<file path="src/rtl/fifo_wr_status.sv">
// Write-side status for an async FIFO: read-pointer synchronizer, full, level, almost_full.
// Define FIFO_WR_STATUS_OVERFLOW_EN to add a sticky overflow flag (write attempted while full).
module fifo_wr_status #(
    parameter int N           = 4,
    parameter int SYNC_STAGES = 2,
    parameter int AFULL_LVL   = 6
) (
    input  logic         clk,
    input  logic         rst,
    input  logic         inc,
    input  logic [N-1:0] wptr,
    input  logic [N-1:0] rptr_async,
    output logic         full,
    output logic         almost_full,
    output logic [N-1:0] level
`ifdef FIFO_WR_STATUS_OVERFLOW_EN
    ,
    output logic         overflow
`endif
);

    function automatic logic [N-1:0] gray2bin(input logic [N-1:0] g);
        logic [N-1:0] b;
        b[N-1] = g[N-1];
        for (int i = N - 2; i >= 0; i--) b[i] = b[i+1] ^ g[i];
        return b;
    endfunction

    logic [N-1:0] rq [SYNC_STAGES];
    logic [N-1:0] rq_s;
    logic [N-1:0] level_next;

    // NOTE: plain register chain with no logic between stages; reset clears every
    // stage so a stale read pointer cannot survive a mid-operation reset.
    always_ff @(posedge clk) begin
        if (rst) begin
            for (int k = 0; k < SYNC_STAGES; k++) rq[k] <= '0;
        end else begin
            rq[0] <= rptr_async;
            for (int k = 1; k < SYNC_STAGES; k++) rq[k] <= rq[k-1];
        end
    end

    assign rq_s = rq[SYNC_STAGES-1];

    // Full when the pointers differ only in the two MSBs (write is one lap ahead).
    assign full = (wptr == {~rq_s[N-1], ~rq_s[N-2], rq_s[N-3:0]});

    // Unsigned N-bit subtraction absorbs the wrap of either pointer.
    assign level_next = gray2bin(wptr) - gray2bin(rq_s);

    always_ff @(posedge clk) begin
        if (rst) begin
            level       <= '0;
            almost_full <= 1'b0;
        end else begin
            level       <= level_next;
            almost_full <= (level_next >= N'(AFULL_LVL));
        end
    end

`ifdef FIFO_WR_STATUS_OVERFLOW_EN
    always_ff @(posedge clk) begin
        if (rst)              overflow <= 1'b0;
        else if (inc && full) overflow <= 1'b1;
    end
`else
    logic unused_inc;
    assign unused_inc = inc;
`endif

endmodule

</file>
<file path="config.mk">
export PLATFORM = sky130hd
export DESIGN_NAME = fifo_wr_status
export DESIGN_NICKNAME = d
export VERILOG_FILES = /design/src/rtl/fifo_wr_status.sv
export SDC_FILE = /design/constraint.sdc
export NUM_CORES = 1
export LEC_CHECK = 0
export ABC_AREA = 1
export CORE_MARGIN = 2
export CORE_UTILIZATION = 50
export CTS_CLUSTER_SIZE = 28
export DETAILED_ROUTE_END_ITERATION = 8
export GPL_TIMING_DRIVEN = 0
export PLACE_DENSITY = 0.81
export SETUP_SLACK_MARGIN = 0.15
export SYNTH_ARGS = -nofsm -noshare
export SYNTH_HDL_FRONTEND = slang
export SYNTH_SLANG_ARGS = --single-unit
</file>
<file path="constraint.sdc">
create_clock -name clk -period 3.85 [get_ports clk]
set_clock_uncertainty 0.05 [all_clocks]
set_input_delay 0.9625 -clock clk [delete_from_list [all_inputs] [get_ports clk]]
set_output_delay 0.9625 -clock clk [all_outputs]
set_load 0.05 [all_outputs]
</file>
* After elaboration in Yosys (flattened, before gate mapping)
Memories as Yosys holds them, arrays and structs flattened. Cells that the tools add are included. Widths: inputs -> output; s select.
Storage, ports and cells: register bits after elaboration 5, bits in latches 0, memory bits (writable) 8, memory bits (read-only) 0, output and inout bits 6, memories 1
Memory list:
- rq | words 2, bits a word 4, read ports 2, clocked after memory_dff 0, wr ports 2, line 29 | logic [N-1:0] rq [SYNC_STAGES];
Cells by class: $add $sub $neg 1, $mul 0, div/mod/pow operators 0, magnitude comparators 1, equal/unequal tests 1, shift-type cells 0, muxes and demuxes 5, bitwise operators 10, reduce and logical (&&, ||, !) cells 0
Operators with widths (count):
- $mux 4 | 2
- $xor 1x1->1 | 6
- $eq 4x4->1 | 1
- $ge 4x3->1 const B | 1
- $sub 4x4->4 | 1
- $mux 1 | 3
- $not 1->1 | 2
- $or 1x1->1 | 2

* Longest topological paths before layout
word-level depth 5, depth in mapped cells 14

* Worst setup path after synthesis
OpenSTA, ideal clock, no wires.
kind input port to output port, from input wptr[3], to output full, arrival 2.641 ns, required time 2.838 ns, path slack 0.196 ns, stages on the path 3, path buffers 0, path through xor2_1 -> inv_1 -> nor4_1
Between the ends: word-level cells in the longest chain between the ends 1
Ends and longest elaborated chain:
- from (decl) | line 11 | input logic [N-1:0] wptr,
- $eq 4x4->1 | line 47 | assign full = (wptr == {~rq_s[N-1], ~rq_s[N-2], rq_s[N-3:0]});
- to (decl) | line 13 | output logic full,
Every way passes these cells.

* Worst setup path after layout
Same ends and word-level chain as after synthesis.

==> flow_summary.ini <==
[global_route]
grt_max_degree = 11
grt_usage_pct = 16.9
overflow = 0
grt_pass1_vias = 456
grt_pass1_wl_um = 1750
grt_antenna_before_repair = 0

[status]
outcome = complete, no violations

[critical_path]
worstPathRequired_ns = 2.84
worst_r2r_path_depth = 13
cp-end-kind = output pin
critPathCapture = full
crit_fanout = 4
r2r-end = almost_full
path_class = primary input to output pin
startpoint = wptr[3]
critPathArrivalTime_ns = 2.57
r2r_slack_ns = 1.97
worst_setup_path_start_kind = primary input
reg2reg_from = rq[0][6]

[clock_tree]
cts.sinks = 13
root_buffer = clkbuf_4
cts_tree = yes
clkSlewWorstSetupHoldPaths_ns = 0.07
htree_levels = 1
cts_buffer_depth = 2
clk_latency_ns = 0.27
cts_hold_buffers = 0
numCtsBuffers = 3

[floorplan]
std_cell_rows = 13
pin_count = 17
floorplan.initialDensity_pct = 53.7
dieArea_um2 = 1710
die_y_um = 41.4
die_w_um = 41.4
coreArea_um2 = 1300

[synthesis]
ys.flop_type = dfxtp_1
synth_edf_count = 0
synthAdderAreaFrac_pct = 5.38
synth_area_um2 = 698
synth_cells = 94
synthMuxAreaShare_pct = 0
synth_top_family_by_area = simple AND/OR/NAND/NOR gates
synth_top_area_share_pct = 37.3
async_flop_share_pct = 0
ys_types = 16
yosys_warnings = 0
synthTopCellsByArea = dfxtp_1, inv_1, nand2_1, nor2_1, ha_1
synth_seq_cells = 13
syn_area_per_cell_um2 = 7.43
yosysMostFrequentCell = inv_1
synthTopCellsByCount = inv_1, nand2_1, dfxtp_1
yosys.area_share.xor_xnor_pct = 7.53
synth-compound-area-share_pct = 2.33
syn-num-nets = 108
synth.largest_area_cell = dfxtp_1
seq_area_frac_synth_pct = 37.3
synth-simple-area-share_pct = 34.1

[placement]
dp.cells = 124
port_buffers = 15
placed_area_um2 = 867
hpwl_um = 980
gp_congestion = 0.663

[finish]
num_antenna_cells = 0
drive_gt1_share_pct = 13.3
syn2layout_area_growth_pct = 27.8
layout.nets = 128
stdcell_count = 128
final_area_um2 = 892

[sta]
finalCritPeriodShare_pct = 93.1
whs_ns = 0.350
max_slew_margin_pct = 66.7
finalSetupViolations = 0
tightest_slew_ns = 0.498
final.min_clock_period_ns = 3.59
rsz0062_at_grt = no
hold_violations = 0
max_freq_mhz = 279
final_max_slew_viol_count = 0

[drt]
first_iter_violations = 2
vias = 580
antenna_left = 0
route.detailed.wl_per_inst_um = 9.01
firstDrtPassIters = 4
drc_errors = 0
routed_wl_um = 1150
vias_per_cell = 4.53

[power_and_ir_drop]
p_per_area_nw_per_um2 = 400
p_leak_nw = 0.457
ir_drop_mv = 0.321

[min_path]
hp-class = register to register

[job]
maxCapViolCount = 0
## worst min path at each step
stage | end | cells past startpoint | from
6_report | rq[0][5] | 2 | rq[0][1]
3_3_place_gp | rq[0][6] | 2 | rq[0][2]
4_1_cts | rq[0][5] | 2 | rq[0][1]
2_1_floorplan | rq[0][4] | 2 | rq[0][0]
5_1_grt | rq[0][5] | 2 | rq[0][1]
3_5_place_dp | rq[0][6] | 2 | rq[0][2]
## layout by cell type, fill, tap and decap left out, drive strengths merged
cell / Yosys / final
nor2: 11 / 11
dlygate4sd2: 0 / 1
xor2: 3 / 3
xnor2: 3 / 3
nand3: 10 / 10
nor4: 1 / 1
inv: 24 / 24
clkbuf: 1 / 5
dfxtp: 13 / 13
clkdlybuf4s50: 0 / 14
a21oi: 1 / 1
ha: 3 / 3
nand2: 23 / 23
and2: 1 / 1
## area by class of cell
class | instances | area [um2]
Sequential cell | 13 | 260
Clock buffer | 4 | 26.3
Timing Repair Buffer | 15 | 149
Inverter | 24 | 90.1
Fill cell | 119 | 409
Multi-Input combinational cell | 56 | 344
Buffer | 1 | 3.75
Tap cell | 15 | 18.8
## what timing repair did
action,CTS,global route
setup buffers,0,0
resized for setup,1,0
endpoints found under the setup margin,1,0
## metrics by stage
step	power, mW	setup slack, ns	util (%)	setup TNS [ns]
finish	0.357	0.264	68.6	0
global route	0.380	0.156	68.6	0
CTS	0.362	0.258	68.6	0
detailed placement	0.284	-0.0348	66.6	-0.0348
global placement	0.280	-0.0325	66.6	-0.0325
floorplan	0.243	0.196	-	0
## cells by family after synthesis
family | Yosys count
simple gates | 46
fa+ha+maj | 3
compound gates | 1
flops | 13
buf+inv | 25
xor+xnor | 6
## state kept, by name (all words and copies together) (netlist names)
name and flops:
rq 8, level 4, almost_full 1
## worst max-delay path, cell delays in order
cell	delay [ns]
clkdlybuf4s50_1	0.56
xor2_1	0.22
inv_1	0.09
nor4_1	0.18
dlygate4sd2_1	0.56
## power by group
group | switching [mW] | internal [mW]
logic | 0.0783 | 0.0489
clock network | 0.0380 | 0.0401
registers | 0.00424 | 0.147
total | 0.121 | 0.236
## metal layers
layer,up-vias,share of wire (%),track usage [%]
li1,313,-,-
met1,251,41,17.9
met2,12,52,28.5
met3,4,3.8,3.19
met4,0,2.6,14.5
met5,-,0,0
No activity file was read; power rests on OpenSTA's default activity.
